==> src/rtl/image_frame_loader.sv <==
// Assembles a byte stream into a FRAME_BITS-wide image frame tagged with a destination approach.
// Bytes fill the frame MSB-first; a complete frame is presented for one cycle with frame_valid.
module image_frame_loader #(
  parameter int FRAME_BITS = 1024,
  parameter int NUM_DEST   = 5
) (
  input  logic                  clk,
  input  logic                  rst,
  input  logic                  in_valid,
  output logic                  in_ready,
  input  logic [7:0]            in_data,
  input  logic                  in_sof,
  input  logic [2:0]            in_dest,
  output logic                  frame_valid,
  output logic [2:0]            frame_dest,
  output logic [FRAME_BITS-1:0] frame_data,
  output logic                  err,
  output logic [15:0]           frame_count
);
  localparam int NBYTES = FRAME_BITS / 8;
  localparam int CNT_W  = (NBYTES > 1) ? $clog2(NBYTES) : 1;
  localparam logic [CNT_W-1:0] LAST_IDX = CNT_W'(NBYTES - 1);
  localparam logic [3:0] DEST_LIM = 4'(NUM_DEST);

  typedef enum logic [1:0] {IDLE, LOAD, EMIT} state_t;

  state_t                state, state_nx;
  logic [CNT_W-1:0]      byte_cnt, byte_cnt_nx;
  logic [2:0]            dest_q, dest_nx;
  logic                  live;
  logic                  accept, sof_ok;
  logic                  err_nx, emit_nx, wr_en;
  logic [CNT_W-1:0]      wr_slot, wr_idx;
  // The last byte bypasses this register straight into frame_data, so it holds NBYTES-1 bytes.
  logic [FRAME_BITS-9:0] shift;

  assign in_ready = live && (state != EMIT);
  assign accept   = in_valid && in_ready;
  assign sof_ok   = in_sof && ({1'b0, in_dest} < DEST_LIM);
  assign wr_idx   = LAST_IDX - CNT_W'(1) - wr_slot;

  always_comb begin
    state_nx    = state;
    byte_cnt_nx = byte_cnt;
    dest_nx     = dest_q;
    err_nx      = 1'b0;
    emit_nx     = 1'b0;
    wr_en       = 1'b0;
    wr_slot     = '0;
    case (state)
      IDLE: begin
        if (accept) begin
          if (sof_ok) begin
            state_nx    = LOAD;
            dest_nx     = in_dest;
            wr_en       = 1'b1;
            byte_cnt_nx = CNT_W'(1);
          end else begin
            err_nx = 1'b1;
          end
        end
      end
      LOAD: begin
        if (accept) begin
          if (in_sof) begin
            // A new SOF mid-frame aborts the partial frame and may start a fresh one.
            err_nx = 1'b1;
            if (sof_ok) begin
              dest_nx     = in_dest;
              wr_en       = 1'b1;
              byte_cnt_nx = CNT_W'(1);
            end else begin
              state_nx    = IDLE;
              byte_cnt_nx = '0;
            end
          end else if (byte_cnt == LAST_IDX) begin
            state_nx    = EMIT;
            byte_cnt_nx = '0;
            emit_nx     = 1'b1;
          end else begin
            wr_en       = 1'b1;
            wr_slot     = byte_cnt;
            byte_cnt_nx = byte_cnt + 1'b1;
          end
        end
      end
      default: state_nx = IDLE;
    endcase
  end

  always_ff @(posedge clk or posedge rst) begin
    if (rst) begin
      state       <= IDLE;
      byte_cnt    <= '0;
      dest_q      <= '0;
      live        <= 1'b0;
      err         <= 1'b0;
      frame_valid <= 1'b0;
      frame_dest  <= '0;
      frame_data  <= '0;
      frame_count <= '0;
    end else begin
      state       <= state_nx;
      byte_cnt    <= byte_cnt_nx;
      dest_q      <= dest_nx;
      live        <= 1'b1;
      err         <= err_nx;
      frame_valid <= emit_nx;
      if (emit_nx) begin
        frame_data  <= {shift, in_data};
        frame_dest  <= dest_q;
        frame_count <= frame_count + 16'd1;
      end
    end
  end

  always_ff @(posedge clk) begin
    if (wr_en) shift[{wr_idx, 3'b000} +: 8] <= in_data;
  end
endmodule
==> config.mk <==
export PLATFORM = sky130hd
export DESIGN_NAME = image_frame_loader
export DESIGN_NICKNAME = d
export VERILOG_FILES = /design/src/rtl/image_frame_loader.sv
export SDC_FILE = /design/constraint.sdc
export NUM_CORES = 2
export LEC_CHECK = 0
export ABC_CLOCK_PERIOD_IN_PS = 59300
export CORE_ASPECT_RATIO = 1.2
export CORE_MARGIN = 1
export CORE_UTILIZATION = 35
export CTS_CLUSTER_DIAMETER = 80
export DETAILED_ROUTE_END_ITERATION = 8
export SYNTH_ARGS = -nofsm -noshare
export SYNTH_HDL_FRONTEND = slang
export SYNTH_SLANG_ARGS = --single-unit
==> constraint.sdc <==
create_clock -name clk -period 59.3 [get_ports clk]
set_input_delay 5.93 -clock clk [delete_from_list [all_inputs] [get_ports clk]]
set_output_delay 5.93 -clock clk [all_outputs]
set_load 0.02 [all_outputs]
==> run summary <==
The flow ran to the end, but the final reports show violations. The final reports fail on design-rule violations. In the synthesized netlist the dominant register cell turns out to be sky130_fd_sc_hd__dfrtp_1.

The final setup skew is 0.03288 ns. The number of failing hold endpoints at the final stage was 0. Yosys printed 0 warnings. The share of synthesized area occupied by flip-flops and latches came out at 0.7150. The worst register-to-register path begins at byte_cnt[0]. The required time of the worst setup path came out at 59.92 ns. The number of nets at the end of the flow is 5,987. The post-synthesis instance total is 5,070. The number of synthesized flops with an enable pin came out at 1,016. The sum of overflow across all layers after global routing is 0. In this run the most used layer during global routing was met2. The largest net degree at the start of global routing came out at 181. The fraction of met2 tracks used by global routing came out at 0.4003. The detailed placement HPWL came out at 185.4 mm. The share of post-route cells with drive strength above 1 came out at 0.2645.

The number of DRC markers in iteration 0 came out at 5,054. The level count of the clock H-tree came out at 4. The netlist area before placement came out at 0.07970 mm². The number of antenna violations at the first check in global routing came out at 24. The TritonCTS buffer count is 214. TritonCTS built the clock tree. The overall track demand over capacity in global routing is 0.2465.

From bottom edge to top edge, the die measures 524.7 µm. Setup repair after global routing left no endpoint under its margin. The buffer depth of the longest clock path came out at 4. Synthesis inferred 2,074 register bits. The mean post-synth cell area came out at 15.72 µm². The effective utilization at floorplan is 0.3525. The via count came out at 50,110. CTS placed an instance of sky130_fd_sc_hd__clkbuf_16 at the clock tree root. The number of maximum-capacitance violations came out at 0. Dividing the detail-routed wire length by the instance count gives 31.56 µm. The post-synthesis to final-layout area growth is 26.27%. In this run the worst path has a maximum fanout of 180. Dividing the detail-routed via count by the number of cells gives 5.480.

The final worst hold slack is 0.4558 ns. The worst IR drop on VDD came out at 0.02328 mV. The worst hold path begins at shift[770]. After floorplanning, the core was divided into 191 placement rows.

For this run, global-route usage on met3 was measured as 0.06505. The library cell used most frequently in the layout, excluding fill and tap cells, is sky130_fd_sc_hd__clkdlybuf4s50_1. The final cycle utilization of the critical path is 0.1914. The number of buffers inserted to repair setup after CTS is 0.

The quantity of I/O buffers inserted on ports came out at 1,060. In the final timing run, aggregate negative setup slack is 0 ns. The library cells used most frequently in the layout, excluding fill and tap cells, are sky130_fd_sc_hd__clkdlybuf4s50_1, sky130_fd_sc_hd__dfrtp_1, sky130_fd_sc_hd__mux2_2.

Of the total power, combinational logic draws 0.014. The sequential power share is 0.520. The region available for standard cell placement spans 0.2261 mm².

The leakage power is 0.03700 µW. The clock group share of total power came out at 0.465. The slew at the pin closest to its max-slew limit is 1.366 ns.

The number of iterations in the first detailed-routing pass came out at 8. The number of nets with antenna violations after routing is 0. The max-slew violation total from the final report came out at 0. Along the worst hold path, the cell count comes to 1. The number of endpoints failing setup at the final stage came out at 0. Measured on the finished design, the core utilization comes to 0.4452.

The die outline area came out at 0.2296 mm². The weighted congestion reported at the end of routability-driven placement is 0.8661. The worst slew margin relative to its limit came out at 0.08743. The design draws 2887 µW. The register-to-register setup slack is 52.72 ns.

The first global-routing pass estimated 399.8 mm of wire. The net count after synthesis came out at 5,092. The clock drives 2,074 sinks. Gates resized during post-CTS repair numbered 0. The switching component of the power came out at 620.5 µW. The peak clock frequency supported by timing came out at 88.11 MHz. The CTS clock-pin slew for the worst setup and hold paths came out at 0.06 ns. Counting cells, the worst reg-to-reg path comes to 14.

Synthesis instantiated 69 different standard cells from the library. For this run, design rule violations remaining after detail routing come to 234. The minimum period implied by the final worst setup slack is 11.35 ns. The x dimension of the die came out at 437.6 µm. The path with the worst hold slack has its endpoint at frame_data[778]. The number of inserted filler cells in the final layout is 20,240. The number of global-route vias before repair is 50,000. The worst setup path is launched from a primary input. The global-route met1 utilization came out at 0.3063. The data arrival time of the critical path came out at 11.97 ns.

The critical path in this run is classified as in2reg. The number of top-level pins is 1,061. The endpoint identified for the worst register-to-register timing path is shift[142]. The class of the worst hold path is reg2reg. The count of hold-fix buffers inserted at cts is 0. For the worst-skew pair, the clock arrives at the later sink with an insertion delay of 0.86 ns.

The share of synthesized registers carrying an async set or reset came out at 0.5101. The switching power as a share of total power came out at 0.2150. The capturing element type of the critical path is a flip-flop. The internal cell power came out at 2266 µW.

The ratio of total power to cell area is 28.68 mW/mm². The total routed wirelength came out at 288.5 mm.
## through the flow
step / instance area (µm²) / cells / setup slack, ns
floorplan: 79700 / 5070 / 23.59
global placement: 93680 / 8740 / 47.43
detailed placement: 93680 / 8740 / 47.15
CTS: 100600 / 9131 / 48.14
global route: 100600 / 9135 / 47.76
finish: 100600 / 9143 / 47.95
## cells in the mapped netlist, types with 7 or more instances
master                      instances  area [µm²]
sky130_fd_sc_hd__a211oi_1         263        1974
sky130_fd_sc_hd__ha_1               7       87.58
sky130_fd_sc_hd__buf_6             15       168.9
sky130_fd_sc_hd__a2111oi_0         46       402.9
sky130_fd_sc_hd__and3_1            12       75.07
sky130_fd_sc_hd__nand4_1            8       50.05
sky130_fd_sc_hd__nor2_1            28       105.1
sky130_fd_sc_hd__nand2_1           67       251.5
sky130_fd_sc_hd__edfxtp_1        1016       30510
sky130_fd_sc_hd__inv_1              8       30.03
sky130_fd_sc_hd__nor4_1           336        2102
sky130_fd_sc_hd__o21ai_1            8       40.04
sky130_fd_sc_hd__mux2_2          1032       11620
sky130_fd_sc_hd__and2_1            35       219.0
sky130_fd_sc_hd__xor2_1             8       70.07
sky130_fd_sc_hd__buf_2            143       715.7
sky130_fd_sc_hd__nand3_1           26       130.1
sky130_fd_sc_hd__o21ai_0           15       75.07
sky130_fd_sc_hd__a21oi_1           12       60.06
sky130_fd_sc_hd__buf_1             13       48.80
sky130_fd_sc_hd__clkbuf_1         349        1310
sky130_fd_sc_hd__xnor2_1           16       140.1
sky130_fd_sc_hd__nor3_1           479        2397
sky130_fd_sc_hd__dfrtp_1         1058       26480
sky130_fd_sc_hd__buf_4              7       52.55
## layer usage
layer | up-vias | wire length [µm]
met5 | - | 0
met4 | 0 | 14590
met3 | 482 | 24320
met2 | 2182 | 137700
met1 | 26300 | 111900
li1 | 21150 | -
## registers in the layout, summed over array words and instances (netlist names)
name,flops
shift,1016
err,1
state,2
dest_q,3
frame_data,1024
live,1
frame_valid,1
byte_cnt,7
frame_count,16
frame_dest,3
## worst max-delay path, cell delays in order
cell,delay [ns]
sky130_fd_sc_hd__clkdlybuf4s50_1,0.52
sky130_fd_sc_hd__and3b_1,0.44
sky130_fd_sc_hd__o211ai_2,0.31
sky130_fd_sc_hd__inv_2,0.26
sky130_fd_sc_hd__ha_1,0.40
sky130_fd_sc_hd__xor2_1,0.20
sky130_fd_sc_hd__nand2_1,0.11
sky130_fd_sc_hd__nor3_1,0.48
sky130_fd_sc_hd__a31oi_1,0.30
sky130_fd_sc_hd__nor2_4,0.77
sky130_fd_sc_hd__buf_12,0.65
sky130_fd_sc_hd__buf_4,0.90
sky130_fd_sc_hd__nor4_1,0.15
sky130_fd_sc_hd__buf_4,0.23
## cells by family (layout without fill, tap and decap cells)
| logic type | count (synthesis) | after routing | synth area share |
|---|---|---|---|
| DFF | 2074 | 2074 | 0.7150 |
| adders and majority gates | 7 | 7 | 0.001099 |
| buffers and inverters | 537 | 1607 | 0.02928 |
| other | 1 | 13 | 0.00004705 |
| AOI/OAI and AO/OA | 378 | 378 | 0.03615 |
| and+or+nand+nor | 1012 | 1012 | 0.06920 |
| muxes | 1035 | 1035 | 0.1462 |
| xor gates and xnor gates | 26 | 26 | 0.003046 |
## area by class of cell
cell class | count | area, µm² | share of cell area
multi-input cells | 2459 | 21100 | 0.2097
well taps | 2991 | 3742 | 0.03719
clock inverters | 94 | 924.6 | 0.009188
diodes | 12 | 30.03 | 0.0002984
clock buffers | 297 | 5989 | 0.05951
inverters | 10 | 46.29 | 0.0004600
flip-flops and latches | 2074 | 56980 | 0.5662
repair buffers | 1206 | 11820 | 0.1174
## power by group through the flow
| stage | registers [µW] | clock network, µW | logic (µW) |
|---|---|---|---|
| floorplan | 1530 | 0 | 19.4 |
| global placement | 1530 | 0 | 42.7 |
| detailed placement | 1530 | 0 | 42.8 |
| CTS | 1500 | 1370 | 43.0 |
| global route | 1500 | 1420 | 44.9 |
| finish | 1500 | 1340 | 41.3 |
## worst max path at each step
stage	from	end	slack (ns)
after global placement	in_valid	shift[11]	47.43
after floorplan	rst	byte_cnt[0]	23.59
after CTS	in_valid	shift[11]	48.14
after detailed placement	in_valid	shift[11]	47.15
after global routing	in_valid	shift[143]	47.76
final	in_valid	shift[142]	47.95
(Power assumes the default switching activity.)
